<file path="src/rtl/booth_multiplier.sv">
// Sequential 32x32 signed Booth multiplier with start/done/clear handshake and a 64-bit product.
// Build option RADIX4_EN selects radix-4 recoding (16 steps) instead of radix-2 (32 steps).
module booth_multiplier (
  input  logic        clk,
  input  logic        reset,
  input  logic [31:0] multiplicand,
  input  logic [31:0] multiplier,
  input  logic        op_start,
  input  logic        op_clear,
  output logic        op_done,
  output logic [63:0] result
);

  typedef enum logic [1:0] {IDLE, EXEC, DONE} state_t;

`ifdef RADIX4_EN
  localparam logic [4:0] LAST_STEP = 5'd15;
`else
  localparam logic [4:0] LAST_STEP = 5'd31;
`endif

  state_t      state_q;
  logic [32:0] a_q;
  logic [31:0] hi_q, lo_q;
  logic        qm1_q;
  logic [4:0]  count_q;
  logic        done_q;

  logic [31:0] hi_d, lo_d;
  logic        qm1_d;

`ifdef RADIX4_EN
  // 34-bit sum: the upper half plus up to +/-2A needs two guard bits.
  logic [33:0] sum4;
  logic [33:0] hi_ext, a_ext, a2_ext;

  always_comb begin
    hi_ext = {{2{hi_q[31]}}, hi_q};
    a_ext  = {a_q[32], a_q};
    a2_ext = {a_q, 1'b0};
    sum4   = hi_ext;
    case ({lo_q[1:0], qm1_q})
      3'b001, 3'b010: sum4 = hi_ext + a_ext;
      3'b011:         sum4 = hi_ext + a2_ext;
      3'b100:         sum4 = hi_ext - a2_ext;
      3'b101, 3'b110: sum4 = hi_ext - a_ext;
      default:        sum4 = hi_ext;
    endcase
    hi_d  = sum4[33:2];
    lo_d  = {sum4[1:0], lo_q[31:2]};
    qm1_d = lo_q[1];
  end
`else
  // 33-bit sum keeps A = -2^31 from overflowing the upper half.
  logic [32:0] sum2;
  logic [32:0] hi_ext;

  always_comb begin
    hi_ext = {hi_q[31], hi_q};
    sum2   = hi_ext;
    case ({lo_q[0], qm1_q})
      2'b01:   sum2 = hi_ext + a_q;
      2'b10:   sum2 = hi_ext - a_q;
      default: sum2 = hi_ext;
    endcase
    hi_d  = sum2[32:1];
    lo_d  = {sum2[0], lo_q[31:1]};
    qm1_d = lo_q[0];
  end
`endif

  always_ff @(posedge clk or posedge reset) begin
    if (reset) begin
      state_q <= IDLE;
      a_q     <= '0;
      hi_q    <= '0;
      lo_q    <= '0;
      qm1_q   <= 1'b0;
      count_q <= '0;
      done_q  <= 1'b0;
    end else if (op_clear) begin
      state_q <= IDLE;
      hi_q    <= '0;
      lo_q    <= '0;
      qm1_q   <= 1'b0;
      count_q <= '0;
      done_q  <= 1'b0;
    end else begin
      case (state_q)
        IDLE: begin
          if (op_start) begin
            a_q     <= {multiplicand[31], multiplicand};
            hi_q    <= '0;
            lo_q    <= multiplier;
            qm1_q   <= 1'b0;
            count_q <= '0;
            state_q <= EXEC;
          end
        end
        EXEC: begin
          hi_q    <= hi_d;
          lo_q    <= lo_d;
          qm1_q   <= qm1_d;
          count_q <= count_q + 5'd1;
          if (count_q == LAST_STEP) begin
            state_q <= DONE;
            done_q  <= 1'b1;
          end
        end
        DONE: begin
          state_q <= DONE;
        end
        default: begin
          state_q <= IDLE;
          done_q  <= 1'b0;
        end
      endcase
    end
  end

  assign op_done = done_q;
  assign result  = {hi_q, lo_q};

endmodule

</file>
<file path="config.mk">
export PLATFORM = sky130hd
export DESIGN_NAME = booth_multiplier
export DESIGN_NICKNAME = d
export VERILOG_FILES = /design/src/rtl/booth_multiplier.sv
export SDC_FILE = /design/constraint.sdc
export NUM_CORES = 1
export LEC_CHECK = 0
export ABC_AREA = 0
export BUFFER_PORTS_ARGS = -buffer_cell sky130_fd_sc_hd__buf_2
export CORE_MARGIN = 3
export CORE_UTILIZATION = 55
export CTS_CLUSTER_SIZE = 40
export DETAILED_ROUTE_END_ITERATION = 10
export GPL_TIMING_DRIVEN = 0
export PLACE_DENSITY = 0.81
export SLEW_MARGIN = 25
export SYNTH_ARGS = -nofsm -noshare
export SYNTH_HDL_FRONTEND = slang
export SYNTH_SLANG_ARGS = --single-unit
</file>
<file path="constraint.sdc">
create_clock -name clk -period 11.65 [get_ports clk]
set_clock_uncertainty 0.05 [all_clocks]
set_input_delay 1.7475 -clock clk [delete_from_list [all_inputs] [get_ports clk]]
set_output_delay 1.7475 -clock clk [all_outputs]
set_load 0.01 [all_outputs]
</file>
==> summary.md <==
| Metric | Value |
|---|---|
| Drt pass-1 iters | `8` |
| Async SR Flop Fraction | `100%` |
| Largest net degree at the start of global routing | `between 50 and 60` |
| Setup TNS Final | `0 ns` |
| Core area | `12100 um^2` |
| Required time of the critical path | `roughly 12 ns` |
| Final Hold Viols | `0` |
| Gr ovfl total | `0` |
| Sequential area share after synthesis | `38.4%` |
| Layout net count | `981` |
| Pins Over Slew Limit | `0` |
| Post-CTS Setup Bufs | `0` |
| Post-synth top area cell | `dfrtp_1` |
| Unrepaired setup endpoints after global routing | `false` |
| Cts repair resizes | `0` |
| Site row count | `40` |
| Distinct cells, synth | `61` |
| PortBufs | `131` |
| Worst min-delay path startpoint | `state_q[1]` |
| Mapped Area | `around 7000 um^2` |
| Least-Margin Pin Slew | `0.745 ns` |
| Initial antenna violation count | `0` |
| TritonCTS clock tree | `built` |
| Initial DRC count | `roughly 540` |
| Crit path launch | `a_q[6]` |
| Reg2reg setup slack | `6.95 ns` |
| Syn Inst Count | `729` |
| Total number of vias | `6264` |
| Die Wd | `117 um` |
| Synthesis Warnings | `0` |
| Overall power | `1.83 mW` |
| Crit path time final | `4.70 ns` |
| Synth Flop Type | `dfrtp_1` |
| Post-DP HPWL | `13.9 mm` |
| Final setup vio count | `0` |
| CTS buffer count | `9` |
| Syn-to-layout area delta | `17.7%` |
| Mapped Nets | `838` |
| Dominant cells by area after synthesis | `dfrtp_1 38%, ha_1 7.3%, xnor2_1 6.2%` |
| Startpoint types | `register` |
| Period utilization | `40.3%` |
| CP Capture Point | `hi_q[26]` |
| Wire per inst | `17.7 um` |
| Critical path type | `register to register` |
| Hold WS | `between 0.4 and 0.5 ns` |
| Die height | `about 120 um` |
| Routed WL | `18.5 mm` |
| Number of global-route vias before repair | `6012` |
| # fillers | `986` |
| Pre-CTS setup slack | `about 7 ns` |
| Final Worst Setup Slack | `6.95 ns` |
| Crit-path max cell delay | `around 0.65 ns` |
| Root Buffer | `clkbuf_16` |
| Clock latency on the worst-skew pair | `0.35 ns` |
| Slowest-stage cell, CP | `nor4_2` |
| RR Endpoint | `hi_q[26]` |
| Syn_area_per_cell | `9.37 um^2` |
| Worst rel slew slack | `50.3%` |
| Clock Path Buffers | `2` |
| Die ar. | `13800 um^2` |
| R2r worst-path depth | `15` |
| Yosys top cell area share | `38.4%` |
| H-tree lvl count | `3` |
| Clock sink count | `105` |
| Worst EP arrival | `4.86 ns` |
| Number of hold buffers added after CTS | `0` |
| Crit-path cells | `nor4_2 -> nand3_1 -> nor4_2 -> a31oi_1 -> xnor2_1 -> ha_1 -> a21oi_1 -> and2_1 -> a21oi_1 -> a2111oi_2 -> or2_2 -> o311a_1 -> o221ai_1 -> xnor2_1 -> o21ai_0` |
| Tightest Hold Check Type | `register to register` |
| Worst setup EP type | `register` |
| First-pass GRT wire length | `29.8 mm` |
| Layout cells sized above 1 | `23.0%` |
| Via density | `between 5 and 6` |
| DRT antenna net count | `0` |
| Max Cap Violations | `0` |
| #FFs+latches synth | `approximately 110` |
| Initial core utilization | `56.7%` |
| I/O pin total | `133` |
| EDFF count, synth | `0` |
| Leakage | `3.98 nW` |
| Fmax | `0.213 GHz` |
| Worst vdd ir | `0.118 mV` |
| Clock-pin slew on the worst setup and hold paths | `0.07 ns` |
| Global Route Usage Sum | `around a quarter` |
| CP max FO | `6` |
| Power Density | `227 nW/um^2` |
| GPL Wtd Cong | `between 0.9 and 1` |
| RR Startpoint | `a_q[6]` |
| Ant. Diodes | `0` |
| DRC viols | `0` |
| Status | `complete, no violations` |
[state kept, by name (all words and copies together), names as in the netlist]
name,flops
a_q,32
hi_q,32
lo_q,32
count_q,5
state_q,2
op_done,1
qm1_q,1
[Yosys cell counts (2+ instances only)]
master    count
mux2i_1       6
nor4_1        3
a21oi_1      58
ha_1         40
nor4_2        2
nor2b_1       4
and3_1        5
a21o_1        6
dfrtp_1     105
o31ai_1       3
o21ai_0      49
nor2_1       49
o221ai_1      4
o21ai_1       2
nand3b_1      2
o21a_1        5
and2_1        3
nor3_1       17
a32oi_1       3
xnor2_1      48
or2_2         2
a31oi_1       7
or3_1         2
clkbuf_1     31
o211ai_1      3
o21bai_1      4
a22o_1        9
a31o_2        2
a211oi_1      7
nor4b_1       2
nand2_1      47
a41oi_1       2
xor2_1        9
buf_1         2
nand2b_1     17
o311ai_0      2
inv_1        55
a222oi_1     31
o311a_1       2
nand4_1       4
nand3_1      11
a22oi_1      10
nor3b_1       2
mux2_2       32
nor3b_2       4
[final cells by class]
type | count | area (um^2) | area share (%)
multi-input combinational | 536 | 3880 | 48.3
sequential | 105 | 2630 | 32.7
timing repair buffer | 132 | 683 | 8.49
clock buffer | 10 | 239 | 2.97
inverter | 55 | 211 | 2.63
tap | 168 | 210 | 2.61
buffer | 33 | 124 | 1.54
clock inverter | 6 | 66.3 | 0.825
[routing by layer]
metal / vias up / global-route usage, % / part of all wire, %
met5: - / 0 / 0
met4: 0 / 13.5 / 3.6
met3: 47 / 4.95 / 6.8
met2: 256 / 42.7 / 47
met1: 2994 / 34.7 / 42
li1: 2967 / - / -
[how the worst min path moves through the flow]
stage / cells past startpoint / end / slack, ns
finish: 2 / state_q[1] / 0.43
global route: 2 / state_q[1] / 0.49
CTS: 2 / state_q[1] / 0.44
detailed placement: 2 / state_q[1] / 0.42
global placement: 2 / state_q[1] / 0.42
floorplan: 2 / state_q[1] / 0.40
[stage by stage]
stage,area [um^2],util (%),cells
finish,8040,66.7,1045
global route,8040,66.7,1045
floorplan,6830,-,729
CTS,8040,66.6,1045
detailed placement,7730,64.1,1029
global placement,7700,63.8,1028
[kinds of logic (layout without fill, tap and decap cells)]
| kind of cell | Yosys count | count (layout) | synth area share [%] |
|---|---|---|---|
| buf+inv | 88 | 236 | 4.83 |
| mux | 38 | 38 | 6.15 |
| compound gates | 218 | 218 | 21.8 |
| fa+ha+maj | 41 | 41 | 7.62 |
| flops | 105 | 105 | 38.4 |
| xor+xnor | 57 | 57 | 7.31 |
| simple gates | 182 | 182 | 13.8 |
[power breakdown]
part,internal [mW],switching (mW)
clock,0.173,0.142
sequential,0.461,0.118
combinational,0.393,0.542
total,1.03,0.802
[placed cells by master, fill, tap and decap left out, drive strengths merged, types with 3 or more instances in the layout]
cell type / n
a211oi: 7
a21o: 6
a21oi: 59
a222oi: 31
a22o: 9
a22oi: 10
a31oi: 7
a32oi: 3
and2: 4
and3: 5
buf: 134
clkbuf: 41
clkinv: 4
dfrtp: 105
ha: 40
inv: 56
mux2: 32
mux2i: 6
nand2: 47
nand2b: 17
nand3: 11
nand4: 4
nor2: 49
nor2b: 4
nor3: 18
nor3b: 6
nor4: 5
nor4b: 3
o211ai: 3
o21a: 5
o21ai: 52
o21bai: 4
o221ai: 4
o31ai: 3
xnor2: 48
xor2: 9
[worst max-delay path: cells and delay by family, from the launching register on]
family	cells	cell delay [ns]
AND/OR/NAND/NOR	5	1.71
AO/OA/AOI/OAI	7	1.60
flip-flops	1	0.46
XOR/XNOR	2	0.42
adder cells (fa/ha/maj)	1	0.33
(Power assumes the default switching activity.)
